**src/rtl/stack_unit.sv**
```systemverilog
// Parametrised LIFO stack for the 8-Queen datapath: full/empty flags, sticky
// overflow/underflow errors, push+pop replace-top, synchronous clear and a peek port.
module stack_unit #(
  parameter int DEPTH = 8,
  parameter int SIZE  = 6,
  parameter int CW    = $clog2(DEPTH + 1),
  parameter int IW    = $clog2(DEPTH)
) (
  input  logic            clk,
  input  logic            reset,
  input  logic            push,
  input  logic            pop,
  input  logic            clear,
  input  logic [SIZE-1:0] bus_in,
  input  logic [IW-1:0]   peek_index,
  output logic [SIZE-1:0] bus_out,
  output logic [SIZE-1:0] peek_out,
  output logic            peek_valid,
  output logic [CW-1:0]   count,
  output logic            empty,
  output logic            full,
  output logic            overflow,
  output logic            underflow
);

  // Common width able to hold DEPTH, any count and any peek index.
  localparam int PW = IW + 1;
  localparam logic [CW-1:0] DEPTH_C = CW'(DEPTH);
  localparam logic [PW-1:0] DEPTH_P = PW'(DEPTH);

  logic [SIZE-1:0] mem_q [DEPTH];
  logic [SIZE-1:0] mem_d [DEPTH];
  logic [CW-1:0]   count_q, count_d;
  logic            ovf_q, ovf_d;
  logic            udf_q, udf_d;

  logic            empty_w, full_w;
  logic [IW-1:0]   top_idx;
  logic [IW-1:0]   push_idx;
  logic [PW-1:0]   peek_ext;
  logic [PW-1:0]   count_ext;
  logic            peek_in_range;

  assign empty_w  = (count_q == '0);
  assign full_w   = (count_q == DEPTH_C);
  // Only used when !empty / !full respectively, so both always fit in IW bits.
  assign top_idx  = IW'(count_q - CW'(1));
  assign push_idx = IW'(count_q);

  always_comb begin
    mem_d   = mem_q;
    count_d = count_q;
    ovf_d   = ovf_q;
    udf_d   = udf_q;
    if (clear) begin
      count_d = '0;
      ovf_d   = 1'b0;
      udf_d   = 1'b0;
    end else begin
      unique case ({push, pop})
        2'b10: begin
          if (full_w) begin
            ovf_d = 1'b1;
          end else begin
            mem_d[push_idx] = bus_in;
            count_d         = count_q + CW'(1);
          end
        end
        2'b01: begin
          // Popped contents stay in storage so peek can still see them.
          if (empty_w) udf_d = 1'b1;
          else         count_d = count_q - CW'(1);
        end
        2'b11: begin
          if (empty_w) begin
            mem_d[0] = bus_in;
            count_d  = CW'(1);
            udf_d    = 1'b1;
          end else begin
            mem_d[top_idx] = bus_in;
          end
        end
        default: ;
      endcase
    end
  end

  always_ff @(posedge clk) begin
    if (reset) begin
      for (int i = 0; i < DEPTH; i++) mem_q[i] <= '0;
      count_q <= '0;
      ovf_q   <= 1'b0;
      udf_q   <= 1'b0;
    end else begin
      mem_q   <= mem_d;
      count_q <= count_d;
      ovf_q   <= ovf_d;
      udf_q   <= udf_d;
    end
  end

  // Peek indices past DEPTH exist only when DEPTH is not a power of two.
  assign peek_ext      = PW'(peek_index);
  assign count_ext     = PW'(count_q);
  assign peek_in_range = (peek_ext < DEPTH_P);

  always_comb begin
    peek_out = '0;
    if (peek_in_range) peek_out = mem_q[peek_index];
  end

  assign peek_valid = (peek_ext < count_ext);
  assign bus_out    = empty_w ? '0 : mem_q[top_idx];
  assign count      = count_q;
  assign empty      = empty_w;
  assign full       = full_w;
  assign overflow   = ovf_q;
  assign underflow  = udf_q;

endmodule

```
**config.mk**
```make
export PLATFORM = sky130hd
export DESIGN_NAME = stack_unit
export DESIGN_NICKNAME = d
export VERILOG_FILES = /design/src/rtl/stack_unit.sv
export SDC_FILE = /design/constraint.sdc
export NUM_CORES = 1
export LEC_CHECK = 0
export CAP_MARGIN = 30
export CORE_ASPECT_RATIO = 0.6
export CORE_UTILIZATION = 57
export DETAILED_ROUTE_END_ITERATION = 6
export GPL_TIMING_DRIVEN = 0
export PLACE_DENSITY = 0.8
export SYNTH_ARGS = -nofsm -noshare
export SYNTH_HDL_FRONTEND = slang
export SYNTH_SLANG_ARGS = --single-unit
```
**constraint.sdc**
```tcl
create_clock -name clk -period 3.6 [get_ports clk]
set_clock_uncertainty 0.2 [all_clocks]
set_input_delay 1.08 -clock clk [delete_from_list [all_inputs] [get_ports clk]]
set_output_delay 1.08 -clock clk [all_outputs]
set_load 0.05 [all_outputs]
```
==> reports/summary.md, run 1 <==
The worst setup path is launched from an input port. For the cell area after placement, the log shows 0.003925 mm^2. For this run, the number of Yosys warnings is 0.

The layout cell share with drive strength beyond 1 was 29.59%; the delay contributed by the slowest stage of the critical path was 490 ps. The cell repeated most along the worst path was sky130_fd_sc_hd__buf_6. The tree is rooted in a sky130_fd_sc_hd__clkbuf_8.

After detailed placement, the design holds a cell count of 431. The worst pin sits at a relative slew slack of 57.67%. Along the worst path, the maximum fanout reaches 5.

The run gives 31.40% as the overall global routing resource usage. The die covers 0.006350 mm^2. Count of boundary I/O pins: 35.

The tree built by TritonCTS fans out to 54 sinks. The y dimension of the die works out to 62.13 um. The tools report the maximum clock frequency as 280.0 MHz.

The worst setup path is of the input port to output pin kind. The die is 102.2 um wide. For this run, the detailed router's first-pass iteration total came to 5. Summing internal, switching and leakage power gives 1.327 mW. The count of antenna-violating nets left after detailed routing came out at 0. In the final design database the tool counted 382 nets. The initial core utilization was 60.24%; the sequential cell area fraction in the yosys report was 31.48%.

The flow ran to the end, and the final reports show no timing, DRC or antenna violations. Vias after detailed routing: 2702. In this run the power density over the cells is 317.8 mW/mm^2.

Across the run, the number of max-cap violations was 0. The worst path uses 99.20% of the clock period. The mapped netlist covers 0.003435 mm^2. After floorplanning, the core was divided into 21 placement rows. The layout has 431 filler cells.

In this run, post-CTS hold repair placed 0 buffers. After detailed routing, the total wire length is 9132 um. In the routed layout, each cell is associated on average with a via count of 6.072.

The final worst-path setup slack is 28.91 ps. In the final routed layout, each cell accounts on average for 20.52 um. STA puts the critical path data required time at 2320 ps. After routing, the total negative slack on setup checks comes to 0 ps. For this block, the initial DRC count from the detailed router was 207. The worst setup slack before clock tree synthesis is -1295 ps.

For the number of global-route vias before repair, the log shows 2578. The tools report the multi-input logic area as 0.002303 mm^2. The final weighted congestion of routability-driven global placement is 0.9002.

Data on the critical path arrives at its endpoint at 2290 ps. The critical path goes through buf_6 > buf_6 > mux4_2 > mux2_2 > buf_4. The path type of the worst min-delay path is flip-flop to flip-flop. Each instance of the synthesized netlist takes up on average 10.77 um^2. After clock tree synthesis, the clock-pin slew on the worst setup and hold paths is 100 ps. Compared with the post-synthesis result, the final layout area differs by 21.60%. Global routing finished with a remaining overflow of 0. After synthesis, the netlist uses 47 different library cells. After synthesis, the share of flip-flops with an asynchronous set or reset is 0%. In this run the register-to-register setup slack is 940 ps.

The latest clock arrival within the worst-skew pair was 310 ps; the leakage power was 1.791 nW. For the worst flop-to-flop path, the logic depth is 8. Entering global routing, the biggest net connects 16 pins. The count of final max-slew check failures was 0; the maximum VDD drop was 0.1711 mV. The global-route wire length before repair was 14630 um; the number of enable-type register cells in the synthesized netlist was 0.

The tools report the depth of the CTS H-tree as 2. For the pin with the worst max-slew slack, the measured transition is 632.9 ps. The worst hold path cell count was 2; the number of inserted diodes was 0. STA classifies the critical path endpoint as an output pin. The number of input and output port buffers inserted works out to 32. The finished layout holds 445 standard cells, fillers aside. The total count of hold-check failures in the final report is 0.

Synthesis produced a netlist with a net count of 337. On the critical path, the stage with the largest delay is an instance of sky130_fd_sc_hd__mux4_2. Detailed placer's ending HPWL: 6299 um. The tools report the number of antenna violations at the first check in global routing as 0. The post-synthesis cell count was 319; the time the worst path needs with I/O delays and setup was 3571 ps.

The dominant synthesized flop cell is sky130_fd_sc_hd__dfxtp_1. The core region is 0.005702 mm^2. Clock tree synthesis inserted a total of 5 buffers. No sink is reached through more buffers than the 2 on the longest clock path. The tightest hold path in the finished design has a slack of 288.3 ps. Measured on the finished design, the core utilization comes to 73.25%. In the routed design, unresolved DRC markers number 0.

The number of endpoints failing setup at the final stage was 0. The number of storage elements in the synthesis netlist is 54. TritonCTS built the clock tree. Registers take 0.001089 mm^2. After routing the design area is 0.004177 mm^2.
metal layers:
metal / global-route usage, % / vias to the layer above / part of all wire, %
met2: 44.80 / 122 / 44
met4: 5.714 / 0 / 0.87
met1: 47.75 / 1342 / 46
li1: - / 1229 / -
met5: 0 / - / 0
met3: 8.333 / 9 / 8.7
critical path, delay by kind of cell:
family	cells	cell delay, ps
buffers and inverters	3	440
multiplexers	2	770
layout make-up:
cell class                      instances  share of cell area [%]
Inverter                                5                  0.4494
Sequential cell                        54                   26.06
Clock inverter                          1                  0.1198
Clock buffer                            7                   2.067
Buffer                                 26                   4.793
Timing Repair Buffer                   39                   8.957
Tap cell                               80                   2.397
Multi-Input combinational cell        233                   55.15
final timing paths:
kind,startpoint,to
worst max-delay path,peek_index[0],peek_out[1]
worst min register to register,underflow$_SDFFE_PP0P_,underflow$_SDFFE_PP0P_
worst max register to register,count[0]$_SDFFE_PP0P_,mem_q[45]$_SDFFE_PP0P_
worst min-delay path,underflow$_SDFFE_PP0P_,underflow$_SDFFE_PP0P_
flip-flops by register name, indices dropped and copies added, names as in the netlist:
signal and count:
mem_q 48, count 4, overflow 1, underflow 1
cells by family (layout without fill, tap and decap cells):
family | count (synthesis) | count (layout) | share of synthesized area [%]
simple gates | 106 | 106 | 20.22
xor+xnor | 6 | 6 | 1.749
buf+inv | 32 | 78 | 4.408
fa+ha+maj | 4 | 4 | 1.457
mux | 80 | 80 | 32.28
flops | 54 | 54 | 31.48
compound gates | 37 | 37 | 8.415
synth_stat cells, types with 3 or more instances:
cell type	n	area, um^2
sky130_fd_sc_hd__a21oi_1	13	65.06
sky130_fd_sc_hd__clkbuf_1	8	30.03
sky130_fd_sc_hd__o22ai_1	3	18.77
sky130_fd_sc_hd__buf_1	8	30.03
sky130_fd_sc_hd__nand2b_1	59	369.1
sky130_fd_sc_hd__nor2_1	8	30.03
sky130_fd_sc_hd__mux2_2	6	67.56
sky130_fd_sc_hd__nand2_4	4	45.04
sky130_fd_sc_hd__inv_1	5	18.77
sky130_fd_sc_hd__o21ai_0	3	15.01
sky130_fd_sc_hd__mux4_2	24	540.5
sky130_fd_sc_hd__dfxtp_1	54	1081
sky130_fd_sc_hd__mux2i_1	50	500.5
sky130_fd_sc_hd__nand2_1	16	60.06
sky130_fd_sc_hd__ha_1	4	50.05
sky130_fd_sc_hd__buf_2	7	35.03
sky130_fd_sc_hd__o21ai_4	3	48.80
sky130_fd_sc_hd__xor2_1	3	26.28
cells in the final DEF (no fill, tap or decap), types with 4 or more instances in the layout:
cell type and count:
sky130_fd_sc_hd__mux4_2 24, sky130_fd_sc_hd__buf_1 7, sky130_fd_sc_hd__clkdlybuf4s50_1 14, sky130_fd_sc_hd__nand2b_1 59, sky130_fd_sc_hd__clkbuf_8 6, sky130_fd_sc_hd__mux2_2 6, sky130_fd_sc_hd__nand2_4 4, sky130_fd_sc_hd__buf_6 14
sky130_fd_sc_hd__nor2_1 8, sky130_fd_sc_hd__a21oi_1 7, sky130_fd_sc_hd__a21oi_4 7, sky130_fd_sc_hd__mux2i_1 50, sky130_fd_sc_hd__inv_1 5, sky130_fd_sc_hd__nand2_2 5, sky130_fd_sc_hd__buf_2 5, sky130_fd_sc_hd__dfxtp_1 52
sky130_fd_sc_hd__buf_4 11, sky130_fd_sc_hd__nand2_1 11, sky130_fd_sc_hd__clkbuf_1 7
power breakdown:
part           total [mW]  internal [mW]  switching, mW
registers           0.617          0.607        0.00997
logic               0.348          0.144          0.204
clock network       0.362          0.156          0.206
total                1.33          0.907          0.420
repair_timing:
action                     in CTS  in global routing
setup buffers                   3                  3
cloned                          1                  0
gates resized for setup       108                 33
setup endpoints to repair      15                 12
(Power assumes the default switching activity.)
==> inputs of run 2 (changes only) <==
--- a/config.mk
+++ b/config.mk
@@ -7,10 +7,10 @@
 export LEC_CHECK = 0
 export CAP_MARGIN = 30
 export CORE_ASPECT_RATIO = 0.6
-export CORE_UTILIZATION = 57
+export CORE_UTILIZATION = 45
 export DETAILED_ROUTE_END_ITERATION = 6
 export GPL_TIMING_DRIVEN = 0
-export PLACE_DENSITY = 0.8
+export PLACE_DENSITY = 0.66
 export SYNTH_ARGS = -nofsm -noshare
 export SYNTH_HDL_FRONTEND = slang
 export SYNTH_SLANG_ARGS = --single-unit
==> reports/summary.md, run 2 (synthesis results as in run 1) <==
The vias after detailed routing was 2721 (was 2702); the leakage power was 1.831 nW (was 1.791 nW). The number of input and output port buffers inserted was 32 (unchanged); the initial detailed-routing violation count was 194 (was 207). The max-cap violation count is 0 (unchanged). For the required arrival time at the worst endpoint, the log shows 2320 ps (about the same). The number of placement rows came out at 24 (was 21). The global-route wire length before repair was 15440 um (was 14630 um). The filler-free cell count of the finished design was 469 (was 445); the delay contributed by the slowest stage of the critical path was 480 ps (was 490 ps). The final hold slack was 272.7 ps (was 288.3 ps); the standard cell core area was 0.007327 mm^2 (was 0.005702 mm^2). The count of antenna-violating nets left after detailed routing was 0 (unchanged). The final weighted congestion of routability-driven global placement was 0.8472 (was 0.9002); the y dimension of the die was 69.67 um (was 62.13 um).

The logs give 9635 um (was 9132 um) for the aggregate routed wire length and 0 (unchanged) for the sum of overflow across all layers after global routing. The combined buffer and inverter count along the critical path was 3 (unchanged). The die outline width is 114.8 um (was 102.2 um), and the number of antenna violations at the first check in global routing is 0 (unchanged). Largest register by flop count: mem_q (unchanged). The clock slew at the register clock pins of the worst setup and hold paths came out at 70 ps (was 100 ps). The tools report the depth of the CTS H-tree as 2 (unchanged).

Number of endpoints failing setup at the final stage: 0 (unchanged). The master of the slowest instance on the critical path was sky130_fd_sc_hd__mux4_2 (unchanged). The initial core utilization was 46.88% (was 60.24%); the total DRC errors in the routed layout was 0 (unchanged). The number of flip-flops in the largest register is 48 (unchanged). The run gives 2 (unchanged) as the maximum buffer depth of the clock tree.

The flow ran to the end, and the final reports show no timing, DRC or antenna violations. The final layout net count is 382 (unchanged), and the total power of the final layout is 1.479 mW (was 1.327 mW). The layout cell share with drive strength beyond 1 is 29.86% (was 29.59%). The path type of the worst min-delay path was flip-flop to flip-flop (unchanged). The share of the core filled with cells in the final layout was 58.47% (was 73.25%). The number of clock buffers inserted by TritonCTS was 5 (unchanged). The power density normalized to cell area works out to 345.2 mW/mm^2 (was 317.8 mW/mm^2). For the post-placement cell count, the log shows 455 (was 431). Chain of cells forming the critical path: buf_8 > buf_12 > mux4_2 > mux2_2 > buf_4 (was buf_6 > buf_6 > mux4_2 > mux2_2 > buf_4). The latest clock arrival within the worst-skew pair was 300 ps (was 310 ps).

The commonest non-fill, non-tap cell in the layout is sky130_fd_sc_hd__nand2b_1 (unchanged). The maximum VDD drop is 0.1829 mV (was 0.1711 mV). The logs give 6589 um (was 6299 um) for the detailed placer's ending HPWL and 0 (unchanged) for the count of final max-slew check failures. The time the worst path needs with I/O delays and setup was 3565 ps (was 3571 ps); the total count of hold-check failures in the final report was 0 (unchanged). Kind of critical path: input port to output pin (unchanged). The number of iterations in the first detailed-routing pass was 4 (was 5).

Most frequent cells in the layout: sky130_fd_sc_hd__nand2b_1 (59), sky130_fd_sc_hd__dfxtp_1 (52), sky130_fd_sc_hd__mux2i_1 (50) (unchanged). Maximum fanout along the worst path: 5 (unchanged). Endpoint kind of the worst setup timing path: an output pin (unchanged).

TritonCTS built the clock tree. Critical path data arrival time: 2280 ps (was 2290 ps). For the maximum number of pins on one net before global-route repair, the log shows 16 (unchanged).

The final worst-path cycle share came out at 99.02% (was 99.20%). The pin slew with the least headroom to its limit is 701.6 ps (was 632.9 ps), and the count of boundary I/O pins is 35 (unchanged). The family with the most delay on the worst path is multiplexers (unchanged). The area growth from synthesis to layout was 24.74% (was 21.60%); the total clock sinks was 54 (unchanged).

The average via count per standard cell is 5.802 (was 6.072), and the headroom to the max-slew limit is 53.23% (was 57.67%). The number of inserted diodes was 0 (unchanged); the full die area was 0.007997 mm^2 (was 0.006350 mm^2). The overall global routing resource usage came out at 26.51% (was 31.40%).

The number of global-route vias before repair is 2652 (was 2578). The startpoint class of the critical path was an input port (unchanged). The setup TNS was 0 ps (unchanged); the maximum clock frequency was 280.5 MHz (was 280.0 MHz). The tools report the post-cts hold buffer count as 0 (unchanged). The average wire per cell in the routed design was 20.54 um (was 20.52 um). The tools report the root buffer selected by CTS as sky130_fd_sc_hd__clkbuf_16 (was sky130_fd_sc_hd__clkbuf_8).
run 2: cell count changes in the layout (fill, tap and decap cells not counted):
cell,change
sky130_fd_sc_hd__clkbuf_8,-5
sky130_fd_sc_hd__mux2_2,-2
sky130_fd_sc_hd__a21oi_2,+1
sky130_fd_sc_hd__buf_12,+2
sky130_fd_sc_hd__buf_4,+4
sky130_fd_sc_hd__dfxtp_4,-1
sky130_fd_sc_hd__mux2_4,+2
sky130_fd_sc_hd__a21oi_1,-1
sky130_fd_sc_hd__dfxtp_2,+1
sky130_fd_sc_hd__buf_6,-8
sky130_fd_sc_hd__clkbuf_16,+5
sky130_fd_sc_hd__buf_2,+1
sky130_fd_sc_hd__buf_16,+1
run 2: final cells by class:
class                      instances  area, um^2
fill                             627        3043
multi-input combinational        233        2315
sequential                        54        1086
timing repair buffer              39       376.6
buffer                            26       210.2
clock buffer                       7       142.6
tap                              104       130.1
inverter                           5       18.77
clock inverter                     1       5.005
run 2: worst paths after layout:
kind / start / to / slack [ps] / cells past startpoint
worst max register to register: count[0]$_SDFFE_PP0P_ / mem_q[42]$_SDFFE_PP0P_ / 1000 / 8
worst min-delay path: overflow$_SDFFE_PP0P_ / overflow$_SDFFE_PP0P_ / 270 / 2
worst max-delay path: peek_index[0] / peek_out[0] / 40 / 5
worst min register to register: overflow$_SDFFE_PP0P_ / overflow$_SDFFE_PP0P_ / 270 / 2
run 2: per-stage QoR:
step                      instance area (um^2)  setup WS [ps]
after global placement                    3955          -1387
after detailed placement                  3955          -1359
final                                     4284          35.35
after global routing                      4284        -0.7814
after floorplan                           3505          77.22
after CTS                                 4227         0.1825
run 2: metal layers:
| layer | vias to the layer above | track usage, % | share of wire (%) |
|---|---|---|---|
| met5 | - | 0 | 0 |
| met4 | 0 | 6.638 | 1.5 |
| met3 | 14 | 5.857 | 10 |
| met2 | 128 | 36.70 | 41 |
| met1 | 1339 | 41.12 | 47 |
| li1 | 1240 | - | - |
run 2: worst min-delay path: cells and delay by family, from the launching register on:
family	cells	cell delay [ps]
AND/OR/NAND/NOR	1	70
flip-flops	1	330
AO/OA/AOI/OAI	1	40
run 2: what timing repair did:
item,CTS,global route
resized for setup,119,14
cloned,1,0
setup endpoints to repair,15,12
setup buffers,4,2
run 2: report_power, final:
part | leakage (nW) | switching [mW] | internal [mW]
sequential | 0.437 | 0.0108 | 0.608
clock | 0.0739 | 0.228 | 0.277
combinational | 1.32 | 0.206 | 0.150
total | 1.83 | 0.444 | 1.03
